[config.mk]
export PLATFORM = sky130hd
export DESIGN_NAME = coproc_pixel_stream
export DESIGN_NICKNAME = d
export VERILOG_FILES = /design/src/rtl/coproc_pixel_stream.sv
export SDC_FILE = /design/constraint.sdc
export NUM_CORES = 1
export LEC_CHECK = 0
export ABC_AREA = 1
export BUFFER_PORTS_ARGS = -buffer_cell sky130_fd_sc_hd__buf_2
export CORE_UTILIZATION = 55
export CTS_CLUSTER_SIZE = 28
export DETAILED_ROUTE_END_ITERATION = 12
export PLACE_DENSITY = 0.87
export SKIP_CTS_REPAIR_TIMING = 1
export SYNTH_ARGS = -nofsm -noshare
export SYNTH_HDL_FRONTEND = slang
export SYNTH_SLANG_ARGS = --single-unit
[constraint.sdc]
create_clock -name clk -period 2.65 [get_ports clk]
set_input_delay 0.1325 -clock clk [delete_from_list [all_inputs] [get_ports clk]]
set_output_delay 0.1325 -clock clk [all_outputs]
set_load 0.01 [all_outputs]
[src/rtl/coproc_pixel_stream.sv]
// Frame-level sequencer: streams every source pixel through the pixel ALU
// and writes each result to the destination frame, one pixel per cycle.
module coproc_pixel_stream #(
  parameter int IMG_W  = 320,
  parameter int IMG_H  = 240,
  parameter int ADDR_W = 17,
  parameter int PIX_W  = 12
) (
  input  logic              clk,
  input  logic              rst,
  input  logic              start,
  input  logic [1:0]        func,
  input  logic [ADDR_W-1:0] src_base,
  input  logic [ADDR_W-1:0] dst_base,
  input  logic              stall,
  output logic              busy,
  output logic              done,
  output logic              rd_en,
  output logic [ADDR_W-1:0] rd_addr,
  input  logic [PIX_W-1:0]  rd_data,
  output logic [PIX_W-1:0]  alu_pixel,
  output logic [1:0]        alu_func,
  input  logic [PIX_W-1:0]  alu_result,
  output logic              wr_en,
  output logic [ADDR_W-1:0] wr_addr,
  output logic [PIX_W-1:0]  wr_data
);

  typedef enum logic [1:0] {IDLE, RUN, DRAIN, DONE} state_t;

  localparam logic [ADDR_W-1:0] LAST_IDX = ADDR_W'(IMG_W * IMG_H - 1);

  state_t            state;
  logic [1:0]        func_q;
  logic [ADDR_W-1:0] src_q;
  logic [ADDR_W-1:0] dst_q;
  logic [ADDR_W-1:0] rd_idx;
  logic [ADDR_W-1:0] wr_idx;
  logic              v1;
  logic              v2;
  logic [PIX_W-1:0]  pix_q;

  always_ff @(posedge clk or posedge rst) begin
    if (rst) begin
      state  <= IDLE;
      func_q <= '0;
      src_q  <= '0;
      dst_q  <= '0;
      rd_idx <= '0;
      wr_idx <= '0;
      v1     <= 1'b0;
      v2     <= 1'b0;
      pix_q  <= '0;
    end else if (state == IDLE) begin
      // start is honoured in IDLE even under stall; the first RUN cycle then freezes
      if (start) begin
        func_q <= func;
        src_q  <= src_base;
        dst_q  <= dst_base;
        rd_idx <= '0;
        wr_idx <= '0;
        state  <= RUN;
      end
    end else if (!stall) begin
      v1 <= (state == RUN);
      v2 <= v1;
      if (v1) pix_q <= rd_data;
      if (v2) wr_idx <= wr_idx + 1'b1;
      unique case (state)
        RUN: begin
          rd_idx <= rd_idx + 1'b1;
          if (rd_idx == LAST_IDX) state <= DRAIN;
        end
        // v2 takes v1 this edge, so v1=0 here means both stages are empty next cycle
        DRAIN: if (!v1) state <= DONE;
        DONE:  state <= IDLE;
        default: state <= state;
      endcase
    end
  end

  always_comb begin
    busy      = (state == RUN) || (state == DRAIN);
    done      = (state == DONE) && !stall;
    rd_en     = (state == RUN) && !stall;
    rd_addr   = '0;
    wr_en     = v2 && !stall;
    wr_addr   = '0;
    wr_data   = '0;
    alu_pixel = pix_q;
    alu_func  = func_q;
    if (rd_en) rd_addr = src_q + rd_idx;
    if (wr_en) begin
      wr_addr = dst_q + wr_idx;
      wr_data = alu_result;
    end
  end

endmodule
==> key figures <==
Run status
  • Status: finished, violations left
  • Failing checks: hold timing

Worst setup path
  • Worst EP arrival: 2.30 ns
  • Worst path most repeated cell: nand2_1
  • Worst EP required: 2.52 ns
  • CP max FO: 5
  • Critical path buffers and inverters: 3
  • R2R Path Start: state[0]
  • CP cell instances: ha_1 > inv_1 > fa_1 > inv_1 > nand2_1 > nand2_1 > nand3_1 > nand2_1 > nand2_1 > nand3_1 > nand2_1 > nor2_1 > buf_2
  • Reg2Reg Setup Slack: 0.34 ns
  • Reg2reg path depth: 10
  • Cell family contributing the most delay on the critical path: simple AND/OR/NAND/NOR gates
  • Max incr delay on CP: 0.45 ns
  • Critical path class: reg -> out
  • Crit-path slowest cell: dfrtp_1
  • CP Launch Type: register
  • RR Endpoint: wr_idx[16]
  • CP Capture Type: output pin

Min path
  • Worst min-delay path startpoint: src_base[9]
  • Hold depth: 3
  • Worst hold endpoint: src_q[9]
  • Hold crit path type: in -> reg

STA
  • Worst slew pin tran: 0.534 ns
  • Fmax achieved: 0.411 GHz
  • Final TNS setup: 0 ns
  • Min cycle time layout: 2.43 ns
  • Worst Skew: 0.00716 ns
  • Max-slew violations: 0
  • RSZ-0062 raised after global routing: no
  • Final-report hold violation count: 11
  • Slew HR: 64.3%
  • Hold Worst Slack: -0.0114 ns
  • Final Cycle Share: 91.8%
  • Final setup violation count: 0

Logic synthesis
  • Netlist Area Pre-Place: 6280 um2
  • Mapped Nets: 1,068
  • Yosys cell types: 36
  • Top FF cell, synth: dfrtp_1
  • Gate Count Post-Synth: 963
  • Synth async-reset ratio: 100%
  • Post-synth EDFFs: 0
  • #FFs+latches synth: 86
  • Syn. warnings: 0
  • Post-synthesis sequential area ratio: 34.3%
  • Avg Synthesized Cell Area: 6.52 um2

Run
  • Max-cap violations: 0

Route
  • WL final: 15.1 mm
  • Routed wire length per instance: 12.2 um
  • Detail Route Antenna Nets: 0
  • Via count: 6,325
  • Drt drc: 0
  • DRT Pass-1 Iters: 5
  • Initial DRC Count: 412
  • Vias per std cell: 5.11

Placement
  • RD Place Congestion: 0.921
  • DP HPWL: 11.4 mm
  • Port Buf Inserts: 127
  • Post-DP Area: 7040 um2

Pwr
  • Static Leak: 4.39 nW
  • Seq pwr share: 34.3%
  • Internal Pwr Total: 3.53 mW
  • Worst VDD drop: 0.000495 V
  • Switch share: 43.0%
  • Combinational Power Share: 45.3%
  • Clk pwr share: 20.4%
  • Psw: 2.67 mW
  • Power Density: 840 nW/um2

Clock network
  • CTS buffer count: 9
  • Clk pin slew, worst setup/hold paths: 0.06 ns
  • CTS tree: done
  • CTS Buffer Depth: 2
  • Root buffer cell: clkbuf_16
  • CTS H-tree depth: 3
  • CTS sink cnt: 86
  • Clock latency on the worst-skew pair: 0.34 ns

Floorplan
  • Initial Util: 57.2%
  • I/O pin count: 128
  • Row cnt: 38
  • Die Area: 11,900 um2
  • Die width: 109 um
  • Core area: 11,000 um2
  • Die Y: 109 um

Cells and area
  • Area grow syn2layout: 17.5%
  • Commonest non-fill, non-tap cell in the layout: nand2_1
  • ANT cells: 0
  • Post-route design area: 7380 um2
  • Commonest cells after routing, fill and taps aside: 355 x nand2_1, 157 x inv_1, 127 x buf_2, 105 x nor2_1, 86 x dfrtp_1
  • Share of layout cells above drive strength 1: 16.1%
  • Post-layout nets: 1,197

GRT
  • GRT Util Overall: 27.0%
  • Grt total ovfl: 0
  • Antenna violations before repair: 0
  • First-pass GRT wire length: 25.6 mm
  • Vias in the first global route: 5,755
  • Largest net degree at the start of global routing: 67
cell usage after synthesis (3+ instances only):
master	n	area [um2]
xnor2_1	4	35.0
or2_2	4	25.0
o21bai_1	3	22.5
nand2_2	3	18.8
nor3_1	19	95.1
clkbuf_1	5	18.8
nand4_1	17	106
buf_2	7	35.0
a21oi_1	46	230
nand3_1	35	175
nand2_1	355	1330
inv_1	158	593
mux2_2	12	135
nor2_1	105	394
o21ai_0	35	175
dfrtp_1	86	2150
ha_1	39	488
inv_2	3	11.3
and2_1	5	31.3
metal layers:
layer / global-route usage [%] / up-vias / wire length, um
met5: 0 / - / 0
met4: 6.56 / 0 / 167
met3: 4.78 / 12 / 725
met2: 46.1 / 169 / 7400
met1: 35.4 / 2911 / 6770
li1: - / 3233 / -
through the flow:
step / power [mW] / hold slack [ns] / utilization [%] / setup slack, ns / instances
CTS: 6.22 / -0.232 / 66.8 / 0.221 / 1233
global placement: 4.82 / 0.120 / 64.1 / 0.398 / 1217
global route: 6.74 / 0.0000587 / 67.2 / 0.0399 / 1237
detailed placement: 4.92 / 0.129 / 64.1 / 0.344 / 1217
floorplan: 4.10 / 0.242 / - / 0.296 / 963
finish: 6.20 / -0.0114 / 67.2 / 0.217 / 1237
worst max-delay path by stage:
stage                   start          end  slack [ns]  depth (start not counted)
floorplan                 rst  alu_func[0]        0.30                          1
global placement     state[0]   rd_idx[12]        0.40                         10
detailed placement   state[0]   wr_idx[16]        0.34                         10
CTS                 rd_idx[0]  rd_addr[16]        0.22                         13
global route        wr_idx[0]  wr_addr[12]        0.04                         13
finish              rd_idx[0]  rd_addr[16]        0.22                         13
kinds of logic (layout without fill, tap and decap cells):
| logic type | after synthesis | in the layout | share of synthesized area [%] |
|---|---|---|---|
| compound gates | 88 | 88 | 7.25 |
| simple gates | 554 | 554 | 36.3 |
| xor+xnor | 4 | 4 | 0.558 |
| fa+ha+maj | 41 | 41 | 8.41 |
| mux | 12 | 12 | 2.15 |
| flops | 86 | 86 | 34.3 |
| buf+inv | 178 | 312 | 11.1 |
state kept, by name, indices dropped and copies added, names as in the netlist:
name       count
wr_idx        17
alu_pixel     12
dst_q         17
state          2
alu_func       2
v2             1
v1             1
rd_idx        17
src_q         17
tightest hold or removal path, cell delays in order:
cell and delay [ns]:
buf_2 0.07, nand2_1 0.04, nand2_1 0.04
power groups by stage:
stage	logic, mW	clock network, mW	registers [mW]
after floorplan	2.03	0	2.08
after global placement	2.71	0	2.11
after detailed placement	2.79	0	2.13
after CTS	2.81	1.28	2.12
after global routing	3.23	1.34	2.17
final	2.81	1.26	2.12
layout make-up:
type | instances | area (um2)
tap | 140 | 175
timing repair buffer | 134 | 711
fill | 1017 | 3600
inverter | 162 | 611
sequential | 86 | 2150
clock buffer | 10 | 229
clock inverter | 6 | 68.8
multi-input combinational | 699 | 3430
No activity file was read; power rests on OpenSTA's default activity.
